--- config.mk ---
export PLATFORM = sky130hd
export DESIGN_NAME = router_pkt_tx
export DESIGN_NICKNAME = d
export VERILOG_FILES = /design/src/rtl/router_pkg.sv /design/src/rtl/router_lfsr8.sv /design/src/rtl/router_pkt_tx.sv
export SDC_FILE = /design/constraint.sdc
export NUM_CORES = 1
export LEC_CHECK = 0
export CELL_PAD_IN_SITES_DETAIL_PLACEMENT = 1
export CELL_PAD_IN_SITES_GLOBAL_PLACEMENT = 1
export CORE_MARGIN = 2
export CORE_UTILIZATION = 40
export CTS_BUF_LIST = sky130_fd_sc_hd__clkbuf_4 sky130_fd_sc_hd__clkbuf_8 sky130_fd_sc_hd__clkbuf_16
export DETAILED_ROUTE_END_ITERATION = 12
export PLACE_DENSITY_LB_ADDON = 0.1
export SYNTH_ARGS = -nofsm -noshare
export SYNTH_HDL_FRONTEND = slang
export SYNTH_SLANG_ARGS = --single-unit
--- constraint.sdc ---
create_clock -name clock -period 3.66 [get_ports clock]
set_input_delay 0.366 -clock clock [delete_from_list [all_inputs] [get_ports clock]]
set_output_delay 0.366 -clock clock [all_outputs]
set_load 0.02 [all_outputs]
--- src/rtl/router_pkg.sv ---
// Shared definitions for the router packet source: FSM encoding, address limit,
// LFSR polynomial and the parity corruption mask.
package router_pkg;

    typedef enum logic [2:0] {
        ST_IDLE,
        ST_HEADER,
        ST_PAYLOAD,
        ST_PARITY,
        ST_GAP
    } tx_state_e;

    localparam logic [1:0] ADDR_MAX            = 2'd2;
    // Feedback taps s[7], s[5], s[4], s[3]
    localparam logic [7:0] LFSR_TAPS           = 8'hB8;
    localparam logic [7:0] LFSR_SEED_DEFAULT   = 8'h01;
    localparam logic [7:0] PARITY_CORRUPT_MASK = 8'hFF;

    function automatic logic [7:0] lfsr_step(input logic [7:0] s);
        return {s[6:0], ^(s & LFSR_TAPS)};
    endfunction

endpackage

--- src/rtl/router_lfsr8.sv ---
// 8-bit Fibonacci LFSR with synchronous load and advance enable.
module router_lfsr8
    import router_pkg::*;
(
    input  logic       clock,
    input  logic       resetn,
    input  logic       load,
    input  logic       en,
    input  logic [7:0] seed,
    output logic [7:0] state
);

    logic [7:0] state_q;
    logic [7:0] state_d;

    always_comb begin
        state_d = state_q;
        if (load) begin
            state_d = seed;
        end else if (en) begin
            state_d = lfsr_step(state_q);
        end
    end

    always_ff @(posedge clock or negedge resetn) begin
        if (!resetn) begin
            state_q <= LFSR_SEED_DEFAULT;
        end else begin
            state_q <= state_d;
        end
    end

    assign state = state_q;

endmodule

--- src/rtl/router_pkt_tx.sv ---
// Router input-port packet source: header, LFSR payload and XOR parity byte per start,
// with busy back-pressure, an idle gap between packets and a completed-packet counter.
module router_pkt_tx
    import router_pkg::*;
#(
    parameter int IDLE_GAP = 2,
    parameter int CNT_W    = 16
) (
    input  logic             clock,
    input  logic             resetn,
    input  logic             start,
    input  logic [1:0]       dest_addr,
    input  logic [5:0]       payload_len,
    input  logic [7:0]       seed,
    input  logic             corrupt_parity,
    input  logic             busy,
    output logic             pkt_valid,
    output logic [7:0]       data_out,
    output logic             tx_ready,
    output logic             done,
    output logic             cfg_err,
    output logic [7:0]       exp_parity,
    output logic [CNT_W-1:0] pkt_cnt
);

    localparam logic [3:0] GAP_LAST = 4'(IDLE_GAP - 1);

    tx_state_e        state_q, state_d;
    logic [5:0]       len_q, len_d;
    logic [5:0]       rem_q, rem_d;
    logic [1:0]       addr_q, addr_d;
    logic             corrupt_q, corrupt_d;
    logic [7:0]       parity_q, parity_d;
    logic [7:0]       exp_parity_q, exp_parity_d;
    logic [3:0]       gap_q, gap_d;
    logic             done_q, done_d;
    logic             cfg_err_q, cfg_err_d;
    logic [CNT_W-1:0] pkt_cnt_q, pkt_cnt_d;

    logic       lfsr_load;
    logic       lfsr_en;
    logic [7:0] lfsr_state;
    logic [7:0] seed_eff;
    logic       start_ok;
    logic       accept;

    // An all-zero seed would lock the LFSR, so it is promoted to the default seed.
    assign seed_eff = (seed == 8'h00) ? LFSR_SEED_DEFAULT : seed;
    assign start_ok = (dest_addr <= ADDR_MAX) && (payload_len != 6'd0);
    assign accept   = !busy && (state_q inside {ST_HEADER, ST_PAYLOAD, ST_PARITY});

    router_lfsr8 u_lfsr (
        .clock  (clock),
        .resetn (resetn),
        .load   (lfsr_load),
        .en     (lfsr_en),
        .seed   (seed_eff),
        .state  (lfsr_state)
    );

    always_comb begin
        state_d      = state_q;
        len_d        = len_q;
        rem_d        = rem_q;
        addr_d       = addr_q;
        corrupt_d    = corrupt_q;
        parity_d     = parity_q;
        exp_parity_d = exp_parity_q;
        gap_d        = gap_q;
        done_d       = 1'b0;
        cfg_err_d    = 1'b0;
        pkt_cnt_d    = pkt_cnt_q;
        lfsr_load    = 1'b0;
        lfsr_en      = 1'b0;

        case (state_q)
            ST_IDLE: begin
                if (start) begin
                    if (start_ok) begin
                        len_d     = payload_len;
                        addr_d    = dest_addr;
                        corrupt_d = corrupt_parity;
                        parity_d  = {payload_len, dest_addr};
                        lfsr_load = 1'b1;
                        state_d   = ST_HEADER;
                    end else begin
                        cfg_err_d = 1'b1;
                    end
                end
            end
            ST_HEADER: begin
                if (accept) begin
                    rem_d   = len_q;
                    state_d = ST_PAYLOAD;
                end
            end
            ST_PAYLOAD: begin
                if (accept) begin
                    parity_d = parity_q ^ lfsr_state;
                    lfsr_en  = 1'b1;
                    rem_d    = rem_q - 6'd1;
                    if (rem_q == 6'd1) begin
                        exp_parity_d = parity_q ^ lfsr_state;
                        state_d      = ST_PARITY;
                    end
                end
            end
            ST_PARITY: begin
                if (accept) begin
                    done_d    = 1'b1;
                    pkt_cnt_d = pkt_cnt_q + 1'b1;
                    gap_d     = GAP_LAST;
                    state_d   = ST_GAP;
                end
            end
            ST_GAP: begin
                if (gap_q == 4'd0) begin
                    state_d = ST_IDLE;
                end else begin
                    gap_d = gap_q - 4'd1;
                end
            end
            default: state_d = ST_IDLE;
        endcase
    end

    always_ff @(posedge clock or negedge resetn) begin
        if (!resetn) begin
            state_q      <= ST_IDLE;
            len_q        <= '0;
            rem_q        <= '0;
            addr_q       <= '0;
            corrupt_q    <= 1'b0;
            parity_q     <= '0;
            exp_parity_q <= '0;
            gap_q        <= '0;
            done_q       <= 1'b0;
            cfg_err_q    <= 1'b0;
            pkt_cnt_q    <= '0;
        end else begin
            state_q      <= state_d;
            len_q        <= len_d;
            rem_q        <= rem_d;
            addr_q       <= addr_d;
            corrupt_q    <= corrupt_d;
            parity_q     <= parity_d;
            exp_parity_q <= exp_parity_d;
            gap_q        <= gap_d;
            done_q       <= done_d;
            cfg_err_q    <= cfg_err_d;
            pkt_cnt_q    <= pkt_cnt_d;
        end
    end

    // Outputs decode straight from held state, so busy freezes them for free.
    always_comb begin
        data_out = 8'h00;
        case (state_q)
            ST_HEADER:  data_out = {len_q, addr_q};
            ST_PAYLOAD: data_out = lfsr_state;
            ST_PARITY:  data_out = corrupt_q ? (parity_q ^ PARITY_CORRUPT_MASK) : parity_q;
            default:    data_out = 8'h00;
        endcase
    end

    assign pkt_valid  = (state_q == ST_HEADER) || (state_q == ST_PAYLOAD);
    assign tx_ready   = (state_q == ST_IDLE);
    assign done       = done_q;
    assign cfg_err    = cfg_err_q;
    assign exp_parity = exp_parity_q;
    assign pkt_cnt    = pkt_cnt_q;

endmodule

# == Word-level counts from Yosys, hierarchy flattened ==
# Cells that the tools add are included.
# word_totals
reg_bits,64
latch_bits,0
ram_bits,0
mem_bits_ro,0
in_bits,21
out_inout_bits,36
word_cells,84
mem_count,0
# op_classes
n_addsub,3
n_mul,0
n_div,0
magnitude_cmp,1
n_eq_ne,13
shift,0
muxes,32
n_bitwise,2
reduce_logical,21
# ops
cell,n
$mux 8,7
$pmux 8 s3,1
$mux 3,7
$add 16x1->16 const B,1
$pmux 8 s2,1
$pmux 3 s5,1
$ne 2x2->1 const B,7
$mux 6,2
$pmux 6 s2,1
$reduce_and 3->1,4
$mux 1,9
$logic_not 8->1,1
$mux 4,2
$not 8->8,1
$pmux 4 s2,1
$reduce_bool 2->1,4
$reduce_xor 8->1,1
$xor 8x8->8,1
$reduce_and 7->1,1
$eq 3x2->1 const B,2
$eq 6x1->1 const B,1
$reduce_bool 6->1,1
$sub 6x1->6 const B,1
$logic_not 4->1,1
12 further kinds,13

# == Longest topological paths before layout ==
# Gate-level depths: netlist (run 1).
# logic_depth
word_depth,7
ltp_mapped,7
ltp_nobuf,6

# == Cells and area by module ==
# From an unflattened synthesis (run 1), not the netlist that was laid out.
# unflattened
cells_unflattened,354
area_unflattened_um2,3512.1
# modules_own_cells
mod,n_inst,cells_each,area_each_um2,seq_area_each_um2
router_pkt_tx,1,316,3110.5,1401.3
router_lfsr8,1,38,401.6,201.4

# == Least setup slack after synthesis (run 1) ==
# OpenSTA, ideal clock, no wires.
# synth_timing
path_kind,register to register
startpoint,register state_q[2]
endpoint,register addr_q[0]
setup_ps,127
arrival_time_ps,1811
setup_slack_ps,1721
path_stages_with_launch,6
cell_sequence,dfrtp_1 > buf_2 > or4b_4 > a211oi_4 > buf_6 > mux2_1
# synth_between
elab_chain_cells,2
# synth_lines
item,line_no,source
start: declaration,router_pkt_tx.sv:28,"tx_state_e state_q, state_d;"
start signal: assignment,router_pkt_tx.sv:141,state_q <= state_d;
$logic_not 3->1,router_pkt_tx.sv:76,case (state_q)
$reduce_and 3->1 (no source line),--,
end signal: assignment,router_pkt_tx.sv:144,addr_q <= addr_d;
end: declaration,router_pkt_tx.sv:31,"logic [1:0] addr_q, addr_d;"
# No other way between the ends.
# A chain may end at the register's enable or synchronous reset.

# == Final worst setup path (run 1) ==
# layout_timing
startpoint,register state_q[1]
endpoint,output port pkt_valid
# layout_between
elab_chain_cells,2
# layout_lines
item,line_no,source
$eq 3x1->1 / $eq 3x2->1 (equally long branches),router_pkt_tx.sv:166,assign pkt_valid = (state_q == ST_HEADER) || (state_q == ST_PAYLOAD);
$logic_or 1x1->1 *,router_pkt_tx.sv:166,
end: declaration,router_pkt_tx.sv:17,"output logic pkt_valid,"
# Mark *: on every way between the ends. The rest lies on a longest branch, timed or not.

==> impl_metrics.toml, run 1 <==
[flow_run]
max-cap-violations = 0

[critical_path]
critPathKind = "reg -> out"
cp-start-kind = "flip-flop"
reg2reg_from = "state_q[2]"
cp_slowest_cell = "or3b_2"
crit_arrival_ns = 2.56
crit_chain = "buf_4 > or3b_2 > nand2_1 > clkdlybuf4s50_1"
critPathMaxFanout = 17
end_kind = "output port"
required_ns = 3.29
rr_endpoint = "addr_q[1]"
crit_path_max_incr_delay_ns = 0.62
rr_worst_depth = 4
worstSetupStartpoint = "state_q[1]"
reg2reg_slack_ns = 1.14

[synth]
synthTopCellsByArea = "dfrtp_1, xnor2_1, o21ai_0"
syn-num-nets = 383
synth_top_area_share_pct = 45.8
avgSynthCellArea_um2 = 9.62
ys_ff_latch = 64
synth_flop_cell = "dfrtp_1"
syn_area_um2 = 3440
yosys_warnings = 0
synth_top_area_cell = "dfrtp_1"
synthArstFlopShare_pct = 100
synthDistinctLibCells = 49
synth_edf_count = 0
syn-instance-count = 358
ys_seq_area_share_pct = 46.5

[floorplanning]
start_util_pct = 41.5
die_y_um = 96.8
io_pins = 57
die-width_um = 96.8
die_area_um2 = 9370
num_rows = 33
coreArea_um2 = 8300

[sta]
rsz0062_at_grt = "no"
period_minus_slack_ns = 2.92
timing_hold_violations_final = 0
setup_tns_ns = 0
worstMarginPinSlew_ns = 0.676
finalCritPeriodShare_pct = 79.9
setup_slack_ns = 0.737
fmaxAchievable_ghz = 0.342
final_max_slew_viol_count = 0
slew_headroom_pct = 54.6
clock_skew_ns = 0.0122
setup_violations = 0

[place]
numPortBuffers = 56
pre_cts_ws_ns = 1.07
dpl.cell_count = 499
dp_hpwl_um = 6450
gp_congestion = 0.840

[layout]
finish.utilization_pct = 51.6
syn2layout_area_growth_pct = 24.2
final_layout_size_suffix_gt1_share_pct = 9.25
final_cells = 516
final_nets = 431
mostFrequentLayoutCells = "dfrtp_1, clkdlybuf4s50_1, nor2_1"
final_common_cell = "dfrtp_1"
diodes = 0

[clock_tree]
max-clock-path-buffers = 2
ctsHoldBuffers = 1
clkSinkCount = 64
cts_resized = 0
cts_tree = "done"
cts-root-buf = "clkbuf_8"
clk_pin_slew_ns = 0.08
cts_buffers = 9
clk_latency_ns = 0.35
ctsHtreeMaxLevel = 3
cts_setup_buffers = 0

[worst_hold_path]
hold_class = "in -> async"

[routing]
firstDrtPassIters = 4
wire_per_inst_um = 16.7
antenna_left = 0
vias = 2744
drt-initial-drc-count = 73
drt-total-wl_um = 8640
routed_via_density = 5.32
drc = 0

[power]
p_per_area_nw_per_um2 = 812
combPwrFrac_pct = 44.5
p_switching_mw = 1.44
p_clk_share_pct = 17.8
p_int_mw = 2.04
vdd_drop_max_mv = 0.360
p_leak_nw = 1.78
swShare_pct = 41.4
pwr-share-seq_pct = 37.7
p_total_mw = 3.48

[global_routing]
grt_max_degree = 27
antenna_found_initial = 0
grt_usage_pct = 19.5
overflow = 0
grt_pass1_wl_um = 14800
grt_pass1_vias = 2912

[outcome]
status = "finished, final reports clean"
[power groups by stage]
| stage | combinational, mW | sequential (mW) | clock [mW] |
|---|---|---|---|
| finish | 1.55 | 1.31 | 0.620 |
| global route | 1.72 | 1.36 | 0.671 |
| CTS | 1.57 | 1.31 | 0.640 |
| detailed placement | 1.56 | 1.32 | 0 |
| global placement | 1.52 | 1.32 | 0 |
| floorplan | 1.18 | 1.16 | 0 |
[kinds of logic (layout without fill, tap and decap cells)]
group / count (synthesis) / in the layout / synth area share [%]
simple gates: 109 / 109 / 15.8
fa+ha+maj: 4 / 4 / 1.45
buf+inv: 45 / 98 / 5.67
mux: 18 / 18 / 5.59
flops: 64 / 64 / 46.5
compound gates: 82 / 82 / 15.8
xor+xnor: 36 / 36 / 9.15
[state kept, by name, summed over array words and instances, names as in the netlist]
name,cells
parity_q,8
u_lfsr.state,8
rem_q,6
len_q,6
corrupt_q,1
cfg_err,1
exp_parity,8
pkt_cnt,16
state_q,3
gap_q,4
done,1
addr_q,2
[layout make-up]
| type | instances | area (um2) |
|---|---|---|
| Clock buffer | 11 | 145 |
| Clock inverter | 5 | 56.3 |
| Fill cell | 941 | 4020 |
| Inverter | 18 | 67.6 |
| Multi-Input combinational cell | 249 | 1660 |
| Sequential cell | 64 | 1600 |
| Tap cell | 105 | 131 |
| Timing Repair Buffer | 64 | 618 |
[critical path: cells and delay by family, from the launching register on]
kind	cells	cell delay [ns]
buffers and inverters	2	0.90
DFF	1	0.58
and+or+nand+nor	2	0.73
[how the worst max path moves through the flow]
stage          slack, ns          end  cells past startpoint
6_report            0.74    pkt_valid                      4
4_1_cts             0.73    pkt_valid                      4
3_5_place_dp        1.07    addr_q[1]                      5
3_3_place_gp        1.11    addr_q[1]                      5
5_1_grt             0.58  data_out[4]                      4
2_1_floorplan       1.72    addr_q[0]                      5
[stage by stage]
step                      hold slack [ns]  instance area [um2]
after floorplan                    0.0704                 3440
after global placement              0.318                 4070
after detailed placement            0.314                 4070
after CTS                           0.464                 4280
after global routing                0.496                 4280
final                               0.462                 4280
[synth_stat cells, drive strengths merged, types with 2 or more instances]
cell type	count
a21oi	14
a22oi	16
a31oi	2
and2	2
and4	3
buf	10
clkbuf	17
dfrtp	63
ha	4
inv	18
mux2	10
mux2i	8
nand2	28
nand3	15
nand4	3
nor2	32
nor2b	2
nor3	4
nor3b	3
nor4	3
o21a	3
o21ai	26
o22a	7
o22ai	8
or2	2
or3b	3
or4	3
xnor2	31
xor2	5
[metal layers]
layer  GRT usage [%]  part of all wire (%)  up-vias
li1                -                     -     1339
met1            26.2                    48     1343
met2            32.2                    49       56
met3            4.19                   2.8        6
met4            4.88                  0.80        0
met5               0                     0        -
(Power assumes the default switching activity.)
==> run 2: changes to the inputs <==
==> constraint.sdc (replaced) <==
create_clock -name clock -period 2.9 [get_ports clock]
set_input_delay 0.29 -clock clock [delete_from_list [all_inputs] [get_ports clock]]
set_output_delay 0.29 -clock clock [all_outputs]
set_load 0.02 [all_outputs]
==> impl_metrics.toml, run 2 (synthesis gave the netlist of run 1 again) <==
[outcome]
status = "finished, final reports clean"

[clock_tree]
cts_buffers = 9
clkSinkCount = 64
max-clock-path-buffers = 2
ctsHoldBuffers = 0
ctsHtreeMaxLevel = 3
cts_tree = "done"
clk_pin_slew_ns = 0.08
clk_latency_ns = 0.34
cts_setup_buffers = 0
cts-root-buf = "clkbuf_8"

[place]
gp_congestion = 0.815
dp_hpwl_um = 6860
numPortBuffers = 56
dpl.cell_count = 505

[critical_path]
reg2reg_slack_ns = 0.46
crit_family = "buffers and inverters"
worst-path-buf-inv = 2
required_ns = 2.61
end_kind = "output port"
rr_worst_depth = 4
reg2reg_from = "state_q[0]"
crit_arrival_ns = 2.39
crit_path_max_incr_delay_ns = 0.60
rr_endpoint = "parity_q[6]"
cp_slowest_cell = "clkdlybuf4s50_1"
critPathKind = "reg -> out"
critPathMaxFanout = 12
crit_chain = "buf_4 > or3b_2 > nand2_1 > clkdlybuf4s50_1"
cp-start-kind = "flip-flop"

[global_routing]
overflow = 0
grt_pass1_vias = 3102
antenna_found_initial = 0
grt_max_degree = 34
grt_pass1_wl_um = 15600
grt_usage_pct = 20.6

[routing]
wire_per_inst_um = 17.3
vias = 2849
drc = 0
drt-initial-drc-count = 92
antenna_left = 0
drt-total-wl_um = 9010
routed_via_density = 5.47
firstDrtPassIters = 5

[floorplanning]
die_y_um = 96.8
die-width_um = 96.8
die_area_um2 = 9370
io_pins = 57
coreArea_um2 = 8300
start_util_pct = 41.5
num_rows = 33

[power]
vdd_drop_max_mv = 0.581
p_leak_nw = 1.80
p_per_area_nw_per_um2 = 1030

[sta]
timing_hold_violations_final = 0
period_minus_slack_ns = 2.68
setup_tns_ns = 0
worstMarginPinSlew_ns = 0.772
setup_violations = 0
slew_headroom_pct = 48.5
rsz0062_at_grt = "no"
final_max_slew_viol_count = 0
fmaxAchievable_ghz = 0.373
clock_skew_ns = 0.00708
finalCritPeriodShare_pct = 92.5

[layout]
final_layout_size_suffix_gt1_share_pct = 10.8
multiInputGateArea_um2 = 1660
ff_latch_area_um2 = 1600
syn2layout_area_growth_pct = 25.5
final_cells = 521
largest_register_ffs = 16
mostFrequentLayoutCells = "dfrtp_1, clkdlybuf4s50_1, nor2_1"
diodes = 0
final_common_cell = "dfrtp_1"
final_nets = 436
n_fill_cell = 949

[flow_run]
max-cap-violations = 0

[worst_hold_path]
hold_class = "in -> async"
run 2: worst max path at each step:
stage,start,end,cells past startpoint
CTS,state_q[1],data_out[6],4
detailed placement,start,parity_q[6],5
finish,state_q[1],pkt_valid,4
global placement,start,parity_q[7],5
floorplan,state_q[2],addr_q[0],5
global route,state_q[1],pkt_valid,4
run 2: layout make-up:
| type | count | area share [%] |
|---|---|---|
| multi-input combinational | 249 | 38.4 |
| sequential | 64 | 37.1 |
| timing repair buffer | 69 | 15.4 |
| tap | 105 | 3.04 |
| clock buffer | 9 | 2.87 |
| clock inverter | 7 | 1.65 |
| inverter | 18 | 1.56 |
run 2: through the flow:
| step | total power [mW] | hold WS, ns | instance area [um2] | worst slack (ns) | util [%] |
|---|---|---|---|---|---|
| floorplan | 2.95 | -0.00559 | 3440 | 0.961 | - |
| global placement | 3.61 | 0.406 | 4130 | 0.451 | 49.7 |
| detailed placement | 3.70 | 0.408 | 4130 | 0.366 | 49.7 |
| CTS | 4.49 | 0.0348 | 4320 | 0.156 | 52.1 |
| global route | 4.81 | 0.0585 | 4320 | 0.118 | 52.1 |
| finish | 4.45 | 0.0178 | 4320 | 0.217 | 52.1 |
run 2: per-layer routing:
layer	GRT usage, %	wire, um	share of wire, %
met1	26.6	4090	45
met2	34.3	4440	49
met3	4.48	336	3.7
met4	6.83	144	1.6
met5	0	0	0
run 2: worst register-to-register path: cells and delay by family, from the launching register on:
family           cells  cell delay [ns]
flip-flops           1             0.54
AND/OR/NAND/NOR      2             1.06
AO/OA/AOI/OAI        2             0.70
run 2: what timing repair did:
item	4_1_cts	5_1_grt
endpoints found under the hold margin	0	0
gates resized for setup	0	1
endpoints found under the setup margin	0	3
run 2: power by group:
part           internal [mW]  switching, mW
registers               1.19          0.439
clock network          0.396          0.365
logic                  0.990           1.07
==> run 3: changes to the inputs <==
--- a/config.mk
+++ b/config.mk
@@ -8,7 +8,7 @@
 export CELL_PAD_IN_SITES_DETAIL_PLACEMENT = 1
 export CELL_PAD_IN_SITES_GLOBAL_PLACEMENT = 1
 export CORE_MARGIN = 2
-export CORE_UTILIZATION = 40
+export CORE_UTILIZATION = 25
 export CTS_BUF_LIST = sky130_fd_sc_hd__clkbuf_4 sky130_fd_sc_hd__clkbuf_8 sky130_fd_sc_hd__clkbuf_16
 export DETAILED_ROUTE_END_ITERATION = 12
 export PLACE_DENSITY_LB_ADDON = 0.1
==> impl_metrics.toml, run 3 (synthesis gave the netlist of run 1 again) <==
[floorplanning]
die_area_um2 = 14700
die_y_um = 121
num_rows = 42
io_pins = 57
start_util_pct = 25.8
coreArea_um2 = 13300
die-width_um = 121

[critical_path]
cp-start-kind = "flip-flop"
worst-path-buf-inv = 1
crit_family = "simple AND/OR/NAND/NOR gates"
end_kind = "output port"
cp_slowest_cell = "or3b_2"
crit_path_max_incr_delay_ns = 0.73
critPathKind = "reg -> out"
critPathMaxFanout = 13
crit_arrival_ns = 2.36
required_ns = 2.61
crit_chain = "or3b_2 > nand2_1 > clkdlybuf4s50_1"

[layout]
mostFrequentLayoutCells = "dfrtp_1, clkdlybuf4s50_1, nor2_1"
final_common_cell = "dfrtp_1"
syn2layout_area_growth_pct = 31.6
largest_register_ffs = 16
diodes = 0
final_layout_size_suffix_gt1_share_pct = 10.4
final_cells = 591
final_nets = 435
n_fill_cell = 1562

[global_routing]
antenna_found_initial = 0
overflow = 0
grt_pass1_wl_um = 16300
use_met3_pct = 3.52
grt_pass1_vias = 2953
grt_max_degree = 35
grt_util_met1_pct = 20.9
grt-busiest-layer = "met2"
grt_usage_pct = 14.9
grtUsageMet2_pct = 21.7

[sta]
slew_headroom_pct = 51.3
timing_hold_violations_final = 0
fmaxAchievable_ghz = 0.377
clock_skew_ns = 0.00809
worstMarginPinSlew_ns = 0.730
rsz0062_at_grt = "no"
setup_tns_ns = 0
setup_violations = 0
final_max_slew_viol_count = 0
whs_ns = 0.00662
finalCritPeriodShare_pct = 91.4
period_minus_slack_ns = 2.65

[clock_tree]
clkSinkCount = 64
ctsHoldBuffers = 0
max-clock-path-buffers = 2
clk_latency_ns = 0.34
cts_resized = 0
cts_tree = "done"
cts_buffers = 9
cts_setup_buffers = 0
clk_pin_slew_ns = 0.06
cts-root-buf = "clkbuf_16"
ctsHtreeMaxLevel = 3

[outcome]
status = "finished, final reports clean"

[routing]
drc = 0
routed_via_density = 4.71
wire_per_inst_um = 16.9
antenna_left = 0
vias = 2786
firstDrtPassIters = 4
drt-initial-drc-count = 112
drt-total-wl_um = 9970

[worst_hold_path]
hold_class = "in -> async"

[power]
p_total_mw = 4.88
vdd_drop_max_mv = 0.417
p_per_area_nw_per_um2 = 1080
p_leak_nw = 1.86

[place]
numPortBuffers = 56
gp_congestion = 0.760
dpl.cell_count = 575
dp_hpwl_um = 7110

[flow_run]
max-cap-violations = 0
-- run 3: through the flow --
step                      setup WS [ns]  util, %  instance area, um2
after floorplan                   0.961        -                3440
after global placement            0.552     31.5                4210
after detailed placement          0.515     31.5                4210
after CTS                         0.216     34.0                4530
after global routing             0.0770     34.0                4530
final                             0.249     34.0                4530
-- run 3: final timing paths --
path                            cells past startpoint  slack, ns         endpoint        start
min in group clock                                  1       0.47      pkt_cnt[15]  pkt_cnt[15]
max in group asynchronous                           2       2.19  u_lfsr.state[0]       resetn
worst min-delay path                                1      0.007    exp_parity[2]       resetn
worst max register to register                      5       0.52         len_q[1]   state_q[0]
worst max-delay path                                3       0.25        pkt_valid   state_q[2]
worst min register to register                      1       0.47      pkt_cnt[15]  pkt_cnt[15]
-- run 3: final cells by class --
type	instances	area, um2	share of cell area, %
flip-flops and latches	64	1600	35.4
clock inverters	5	80.1	1.77
clock buffers	11	246	5.44
repair buffers	68	658	14.5
well taps	176	220	4.86
multi-input cells	249	1660	36.6
inverters	18	67.6	1.49
-- run 3: report_power, final --
group,total [mW],switching (mW),internal [mW]
sequential,1.62,0.428,1.19
combinational,2.07,1.09,0.973
clock,1.20,0.413,0.783
-- run 3: metal layers --
metal  routed length [um]  vias to the layer above
met2                 4420                       46
met5                    0                        -
met4                  167                        0
li1                     -                     1358
met1                 4980                     1370
met3                  404                       12
